File: src/rtl/mdu_pkg.sv
// Shared encodings and helpers for the multiply/divide unit.
package mdu_pkg;

  typedef enum logic [1:0] {
    MDU_MULT  = 2'b00,
    MDU_MULTU = 2'b01,
    MDU_DIV   = 2'b10,
    MDU_DIVU  = 2'b11
  } mdu_op_e;

  typedef enum logic [1:0] {
    ST_IDLE = 2'b00,
    ST_CALC = 2'b01,
    ST_FIX  = 2'b10
  } mdu_state_e;

  localparam int unsigned MDU_ITER = 32;
  localparam logic [4:0]  MDU_LAST_CNT = 5'(MDU_ITER - 1);

  function automatic logic [31:0] neg32(input logic n, input logic [31:0] v);
    return n ? (32'd0 - v) : v;
  endfunction

  function automatic logic [63:0] neg64(input logic n, input logic [63:0] v);
    return n ? (64'd0 - v) : v;
  endfunction

endpackage

File: src/rtl/mdu_step.sv
// One radix-2 iteration: shift-add for multiply, restoring shift-subtract for divide.
module mdu_step (
  input  logic        is_div,
  input  logic [31:0] hi,
  input  logic [31:0] lo,
  input  logic [31:0] opnd,
  output logic [31:0] hi_nxt,
  output logic [31:0] lo_nxt
);

  logic [32:0] lhs;
  logic [32:0] rhs;
  logic        cin;
  logic [33:0] sum;

  // Divide subtracts via inverted operand plus carry-in; sum[33] is "no borrow".
  always_comb begin
    if (is_div) begin
      lhs = {hi, lo[31]};
      rhs = ~{1'b0, opnd};
      cin = 1'b1;
    end else begin
      lhs = {1'b0, hi};
      rhs = lo[0] ? {1'b0, opnd} : 33'd0;
      cin = 1'b0;
    end
    sum = {1'b0, lhs} + {1'b0, rhs} + {33'd0, cin};
  end

  always_comb begin
    if (is_div) begin
      hi_nxt = sum[33] ? sum[31:0] : lhs[31:0];
      lo_nxt = {lo[30:0], sum[33]};
    end else begin
      hi_nxt = sum[32:1];
      lo_nxt = {sum[0], lo[31:1]};
    end
  end

endmodule

File: src/rtl/mdu.sv
// Iterative 32x32 multiply / 32/32 divide unit with HI/LO result registers.
module mdu
  import mdu_pkg::*;
(
  input  logic        clk,
  input  logic        rst,
  input  logic        start,
  input  logic [1:0]  op,
  input  logic [31:0] A,
  input  logic [31:0] B,
  input  logic        HIWr,
  input  logic        LOWr,
  input  logic [31:0] WD,
  output logic        busy,
  output logic        done,
  output logic [31:0] HI,
  output logic [31:0] LO
);

  mdu_state_e  state_q;
  mdu_op_e     op_q;
  logic [4:0]  cnt_q;
  logic [31:0] opnd_q;
  logic [31:0] acc_hi_q;
  logic [31:0] acc_lo_q;
  logic        neg_res_q;
  logic        neg_rem_q;
  logic        dbz_q;
  logic [31:0] hi_q;
  logic [31:0] lo_q;
  logic        done_q;

  mdu_op_e     op_in;
  logic        signed_in;
  logic        div_in;
  logic        a_neg;
  logic        b_neg;
  logic [31:0] a_mag;
  logic [31:0] b_mag;

  logic        div_q;
  logic [31:0] step_hi;
  logic [31:0] step_lo;
  logic [63:0] prod;
  logic [31:0] quo;
  logic [31:0] rem;
  logic [31:0] res_hi;
  logic [31:0] res_lo;

  assign busy = (state_q != ST_IDLE);
  assign done = done_q;
  assign HI   = hi_q;
  assign LO   = lo_q;

  always_comb begin
    op_in     = mdu_op_e'(op);
    signed_in = (op_in == MDU_MULT) || (op_in == MDU_DIV);
    div_in    = (op_in == MDU_DIV) || (op_in == MDU_DIVU);
    a_neg     = signed_in & A[31];
    b_neg     = signed_in & B[31];
    a_mag     = neg32(a_neg, A);
    b_mag     = neg32(b_neg, B);
  end

  assign div_q = (op_q == MDU_DIV) || (op_q == MDU_DIVU);

  mdu_step u_step (
    .is_div (div_q),
    .hi     (acc_hi_q),
    .lo     (acc_lo_q),
    .opnd   (opnd_q),
    .hi_nxt (step_hi),
    .lo_nxt (step_lo)
  );

  // Remainder takes the dividend's sign; divide-by-zero quotient is forced to all ones.
  always_comb begin
    prod   = neg64(neg_res_q, {acc_hi_q, acc_lo_q});
    quo    = dbz_q ? 32'hFFFF_FFFF : neg32(neg_res_q, acc_lo_q);
    rem    = neg32(neg_rem_q, acc_hi_q);
    res_hi = div_q ? rem : prod[63:32];
    res_lo = div_q ? quo : prod[31:0];
  end

  always_ff @(posedge clk or posedge rst) begin
    if (rst) begin
      state_q   <= ST_IDLE;
      op_q      <= MDU_MULT;
      cnt_q     <= 5'd0;
      opnd_q    <= 32'd0;
      acc_hi_q  <= 32'd0;
      acc_lo_q  <= 32'd0;
      neg_res_q <= 1'b0;
      neg_rem_q <= 1'b0;
      dbz_q     <= 1'b0;
      hi_q      <= 32'd0;
      lo_q      <= 32'd0;
      done_q    <= 1'b0;
    end else begin
      done_q <= 1'b0;
      case (state_q)
        ST_IDLE: begin
          if (start) begin
            op_q      <= op_in;
            opnd_q    <= div_in ? b_mag : a_mag;
            acc_hi_q  <= 32'd0;
            acc_lo_q  <= div_in ? a_mag : b_mag;
            neg_res_q <= a_neg ^ b_neg;
            neg_rem_q <= a_neg;
            dbz_q     <= div_in && (B == 32'd0);
            cnt_q     <= 5'd0;
            state_q   <= ST_CALC;
          end else begin
            if (HIWr) hi_q <= WD;
            if (LOWr) lo_q <= WD;
          end
        end
        ST_CALC: begin
          acc_hi_q <= step_hi;
          acc_lo_q <= step_lo;
          cnt_q    <= cnt_q + 5'd1;
          if (cnt_q == MDU_LAST_CNT) state_q <= ST_FIX;
        end
        ST_FIX: begin
          hi_q    <= res_hi;
          lo_q    <= res_lo;
          done_q  <= 1'b1;
          state_q <= ST_IDLE;
        end
        default: state_q <= ST_IDLE;
      endcase
    end
  end

endmodule

File: config.mk
export PLATFORM = sky130hd
export DESIGN_NAME = mdu
export DESIGN_NICKNAME = d
export VERILOG_FILES = /design/src/rtl/mdu_pkg.sv /design/src/rtl/mdu_step.sv /design/src/rtl/mdu.sv
export SDC_FILE = /design/constraint.sdc
export NUM_CORES = 1
export LEC_CHECK = 0
export ABC_AREA = 1
export CAP_MARGIN = 25
export CORE_ASPECT_RATIO = 1.75
export CORE_MARGIN = 1
export CORE_UTILIZATION = 55
export DETAILED_ROUTE_END_ITERATION = 16
export PLACE_DENSITY = 0.82
export REMOVE_ABC_BUFFERS = 1
export SLEW_MARGIN = 40
export SYNTH_ARGS = -nofsm -noshare
export SYNTH_HDL_FRONTEND = slang
export SYNTH_SLANG_ARGS = --single-unit
File: constraint.sdc
create_clock -name clk -period 14.55 [get_ports clk]
set_input_delay 2.91 -clock clk [delete_from_list [all_inputs] [get_ports clk]]
set_output_delay 2.91 -clock clk [all_outputs]
set_load 0.01 [all_outputs]
== Yosys cells after proc, flatten, opt, wreduce, memory -nomap -nowiden ==
Cells that the tools add are included.
Operators by class
  add/sub/neg operators: 8
  $mul: 0
  divide/modulo/power cells: 0
  $lt $le $gt $ge: 0
  equality and inequality tests: 12
  shift-type cells: 0
  multiplexer cells: 33
  bitwise operators: 4
  reductions and logical operators: 15
Operators by type and width (count)
  $mux W32: 19
  $pmux W32 S2: 4
  $sub A1 B32 Y32 const A: 4
  $mux W33: 2
  $mux W64: 1
  $sub A1 B64 Y64 const A: 1
  $add A33 B33 Y34: 1
  $add A34 B1 Y34: 1
  $not A32 Y33: 1
  $logic_not A32 Y1: 1
  $eq A2 B2 Y1 const B: 5
  $ne A2 B2 Y1 const B: 5
  $pmux W5 S2: 1
  $reduce_and A2 Y1: 3
  $reduce_and A3 Y1: 2
  $reduce_bool A2 Y1: 3
  $add A5 B1 Y5 const B: 1
  $eq A5 B5 Y1 const B: 1
  $mux W5: 1
  $logic_not A2 Y1: 2
  $mux W2: 2
  $pmux W2 S2: 1
  $logic_or A1 B1 Y1: 3
  $and A1 B1 Y1: 2
  4 further kinds: 5
Storage, ports and cells
  flip-flop bits (word level): 173
  latch bits: 0
  memory bits (writable): 0
  ROM bits: 0
  input port bits: 103
  word-level logic and storage cells: 84
  memories: 0

== Depth between registers and ports, before layout ==
  depth in word-level cells: 8
  depth in mapped cells: 23

== Modules after synthesis ==
A second synthesis with hierarchy kept.
Second synthesis, totals
  cell total of the unflattened synthesis: 2731
  area total of the unflattened synthesis: 16603.4 µm²
By module, submodules not included
  mdu: times used 1, cells an instance 1777, area an instance 11858.9 µm², seq. area each 4304.1 µm²
  mdu_step: times used 1, cells an instance 954, area an instance 4744.6 µm², seq. area each 0.0 µm²

== Worst setup path before layout ==
OpenSTA, ideal clock, no wires.
  path type: input -> register
  from: in A[0]
  to: reg acc_lo_q[14]
  arrival time: 4.215 ns
  required time: 14.473 ns
  slack: 10.258 ns
  cell stages on the path: 12
  path buffers: 0
  cells stage by stage: inv_1 -> ha_1 -> nand3_1 -> nor2_1 -> nand2_1 -> nand2_1 -> nand2_1 -> xor2_1 -> nand2_1 -> o21ai_0 -> nand2_1 -> a21oi_1
On the way
  word-level cells in the longest chain between the ends: 5
RTL lines
  start: declaration: line mdu.sv:9  | input logic [31:0] A,
  $sub A1 B32 Y32: line mdu_pkg.sv:21  | return n ? (32'd0 - v) : v;
  $mux W32: line mdu_pkg.sv:21
  $mux W32: line mdu.sv:107  | acc_lo_q <= div_in ? a_mag : b_mag;
  $mux W32: line mdu.sv:103  | if (start) begin
  $pmux W32 S2: line mdu.sv:101  | case (state_q)
  end signal: assignment: line mdu.sv:107
  end signal: assignment: line mdu.sv:120  | acc_lo_q <= step_lo;
  end: declaration: line mdu.sv:25  | logic [31:0] acc_lo_q;
No other way between the ends. The select of a mux whose other input is x is not followed.
A chain may end at the register's enable or synchronous reset.

== Final worst setup path ==
  from: reg op_q[1]
  to: reg acc_hi_q[6]
On the way
  word-level cells in the longest chain between the ends: 8
  elaborated cells between the ends (all ways): 11
  classes of those cells: add/sub: 2; eq/ne: 2; mux: 6; reduce/logical: 1
RTL lines
  start: declaration: line mdu.sv:21  | mdu_op_e op_q;
  start signal: assignment: line mdu.sv:104  | op_q <= op_in;
  $eq A2 B2 Y1: line mdu.sv:65  | assign div_q = (op_q == MDU_DIV) || (op_q == MDU_DIVU);
  $logic_or A1 B1 Y1 *: line mdu.sv:65
  $mux W33: line mdu_step.sv:18  | if (is_div) begin
  $add A33 B33 Y34: line mdu_step.sv:27  | sum = {1'b0, lhs} + {1'b0, rhs} + {33'd0, cin};
  $add A34 B1 Y34: line mdu_step.sv:27
  $mux W32: line mdu_step.sv:32  | hi_nxt = sum[33] ? sum[31:0] : lhs[31:0];
  $mux W32 *: line mdu_step.sv:31  | if (is_div) begin
  $pmux W32 S2 *: line mdu.sv:101
  end signal: assignment: line mdu.sv:119  | acc_hi_q <= step_hi;
  end: declaration: line mdu.sv:24  | logic [31:0] acc_hi_q;
Mark *: on every way between the ends. The rest lies on a longest branch, timed or not.

==> key figures <==
Outcome
  – Outcome: complete, no violations

Worst setup path
  – Crit-path cells: clkinv_2 > buf_4 > o21ai_0 > ha_1 > nand2_2 > inv_2 > nand2_1 > nand2_1 > inv_2 > nand3_2 > nand2_2 > nand2_2 > nand2_4 > nand2_4 > nor2_4 > nand2_1 > nand3_1 > o21ai_0
  – Origin of the critical flop-to-flop path: op_q[1]
  – Critical Path RT: 14.86 ns
  – Worst path max stage delay: 0.87 ns
  – Critical path endpoint category: flop
  – Reg2reg setup slack: 9.52 ns
  – R2R Path End: acc_hi_q[6]
  – Crit path kind: reg2reg
  – Worst setup SP type: flop
  – Crit path max fanout: 68
  – Reg2Reg Depth: 18
  – Arr. time, crit path: 5.34 ns
  – Slowest-stage cell, CP: dfrtp_4

Pwr
  – Pleak: 0.009410 uW
  – Combinational share of power: 71.1%
  – Clock share of power: 9.0%
  – Psw: 2901 uW
  – Tot Pwr: 5103 uW
  – Switching part of the total power: 56.85%
  – PwrDens: 266.9 nW/um2
  – VDD IR-drop max: 0.0002209 V
  – Pint: 2202 uW
  – Reg power frac: 19.9%

Clock network
  – TritonCTS buffer count: 17
  – Clock Tree Root: clkbuf_16
  – Clock-pin slew on the worst setup and hold paths: 0.08 ns
  – Clk Latency, worst-skew pair: 0.47 ns
  – H-tree Lvls: 4
  – Longest Clk Path Bufs: 2
  – CTS tree: yes
  – PostCTS Resize Cnt: 0
  – CTS Hold Buffers Added: 0
  – Post-CTS Setup Bufs: 0
  – Clk sinks: 172

Yosys
  – Syn avg cell area: 5.848 um2
  – Yosys cell types: 51
  – Register bit total from synthesis: 172
  – Post-synth top flop: dfrtp_1
  – Largest cells by area after synthesis: dfrtp_1, nand2_1, nand3_1
  – Most common cell in the netlist: nand2_1
  – Top cells by count, synth: nand2_1, nand3_1, inv_1, nor2_1, o21ai_0
  – Number of synthesized flops with an enable pin: 0
  – YS warnings: 0
  – Synth async-reset ratio: 100.0%
  – Post-synth top area cell: dfrtp_1
  – Top cell type's share of synthesized area: 25.74%
  – Post-Syn Instances: 2,859
  – Seq/Total Area, Yosys: 25.74%
  – Mapped Area: 16,720 um2

Global routing
  – Largest net degree at the start of global routing: 94
  – Vias in the first global route: 18,150
  – Initial antenna violation count: 3
  – Total GRT Usage: 42.87%
  – First-pass GRT wire length: 100,900 um
  – Grt ovf: 0

STA
  – Worst-margin pin slew: 0.8719 ns
  – Final min period: 5.026 ns
  – Max Slew Vio Count: 0
  – Final setup violating endpoints: 0
  – Final Hold Vio Count: 0
  – Worst rel slew slack: 41.26%
  – Final Skew: 0.01244 ns
  – RSZ-0062 raised after global routing: no
  – Period utilization: 34.54%
  – Setup TNS: 0 ns
  – Fmax: 0.1990 GHz

Route
  – Post-Route WL: 66,300 um
  – Starting DRC count in detailed routing: 2,101
  – DRC viols: 0
  – Post-DRT Antenna Nets: 0
  – WL/cell: 19.82 um
  – Vias: 19,670
  – First-pass detailed-route iteration total: 6
  – Vias/cell: 5.881

Finish
  – Area growth syn-to-layout: 14.38%
  – Design area: 19,120 um2
  – Fraction of layout cells with a size suffix above 1: 4.361%
  – Inserted Diodes: 0
  – Layout Nets: 3,089

Die
  – Die area: 31,130 um2
  – Initial Util: 55.82%
  – I/O pins: 169
  – Chip width: 133.8 um
  – Core Region: 29,950 um2
  – Row count: 84
  – Die Height: 232.7 um

Placement
  – Input/output buffers: 168
  – DP Area: 18,550 um2
  – DP Wirelength: 52,470 um
  – RD Place Congestion: 1.043

Worst hold path
  – Hold WC Path Type: reg2reg
  – Hold Path Depth: 2
  – WHS Endpoint: LO[12]
  – Hold path startpoint: LO[12]

Flow run
  – Max Cap Viol: 0
[worst max path at each step]
stage            start            to  slack, ns  depth (start not counted)
2_1_floorplan      rst         HI[0]       6.98                          1
3_3_place_gp     A[31]   acc_lo_q[1]       9.18                          8
3_5_place_dp     A[31]   acc_lo_q[1]       9.17                          8
4_1_cts          A[31]   acc_lo_q[1]       9.64                          8
5_1_grt        op_q[1]  acc_hi_q[29]       9.15                         20
6_report       op_q[1]   acc_hi_q[6]       9.52                         18
[final cells by class]
| cell class | count | area, um2 |
|---|---|---|
| Multi-Input combinational cell | 2217 | 10610 |
| Clock inverter | 14 | 145.1 |
| Sequential cell | 172 | 4308 |
| Clock buffer | 17 | 425.4 |
| Tap cell | 387 | 484.2 |
| Fill cell | 2946 | 10830 |
| Timing Repair Buffer | 185 | 1813 |
| Inverter | 353 | 1334 |
[cell usage in the layout (no fill, tap or decap), drive strengths merged, types with 22 or more instances in the layout]
cell type	count
o211ai	35
o21ai	236
nand4	33
a21oi	93
dfrtp	172
clkdlybuf4s50	168
inv	361
xor2	40
nand3	349
nor3	22
nand2	987
nor2	272
ha	38
[per-layer routing]
metal | track usage [%] | vias up | wire length, um
li1 | - | 9359 | -
met1 | 47.05 | 8979 | 23470
met2 | 71.47 | 1028 | 31390
met3 | 6.536 | 300 | 4688
met4 | 37.89 | 6 | 6710
met5 | 0 | - | 40
[critical path: cells and delay by family (launching register included)]
kind / cells / cell delay (ns)
AND/OR/NAND/NOR: 11 / 1.58
buffers and inverters: 4 / 1.44
flip-flops: 1 / 0.87
AO/OA/AOI/OAI: 2 / 0.55
adder cells (fa/ha/maj): 1 / 0.36
[through the flow]
step           setup slack, ns  instances  hold WS, ns  util, %
2_1_floorplan            6.980       2742       0.4467        -
3_3_place_gp             9.175       3314       0.4764    61.90
3_5_place_dp             9.167       3314       0.4828    61.92
4_1_cts                  9.642       3345       0.5011    63.83
5_1_grt                  9.149       3345       0.5376    63.84
6_report                 9.524       3345       0.5051    63.84
[registers in the layout, summed over array words and instances (netlist names)]
name,cells
HI,32
LO,32
acc_hi_q,32
acc_lo_q,32
opnd_q,32
cnt_q,5
state_q,2
dbz_q,1
done,1
neg_rem_q,1
neg_res_q,1
op_q,1
[power by group through the flow]
stage / combinational [uW] / clock, uW / sequential, uW
floorplan: 2420 / 0 / 983
global placement: 3450 / 0 / 996
detailed placement: 3540 / 0 / 1010
CTS: 3560 / 459 / 1000
global route: 4040 / 476 / 1040
finish: 3630 / 460 / 1020
[logic make-up after synthesis]
kind of cell	count (synthesis)	synth area share, %
simple gates	1697	43.07
xor+xnor	56	2.933
compound gates	424	14.19
flops	172	25.74
buf+inv	470	10.98
fa+ha+maj	40	3.083
Power figures use the tool's default switching activity.
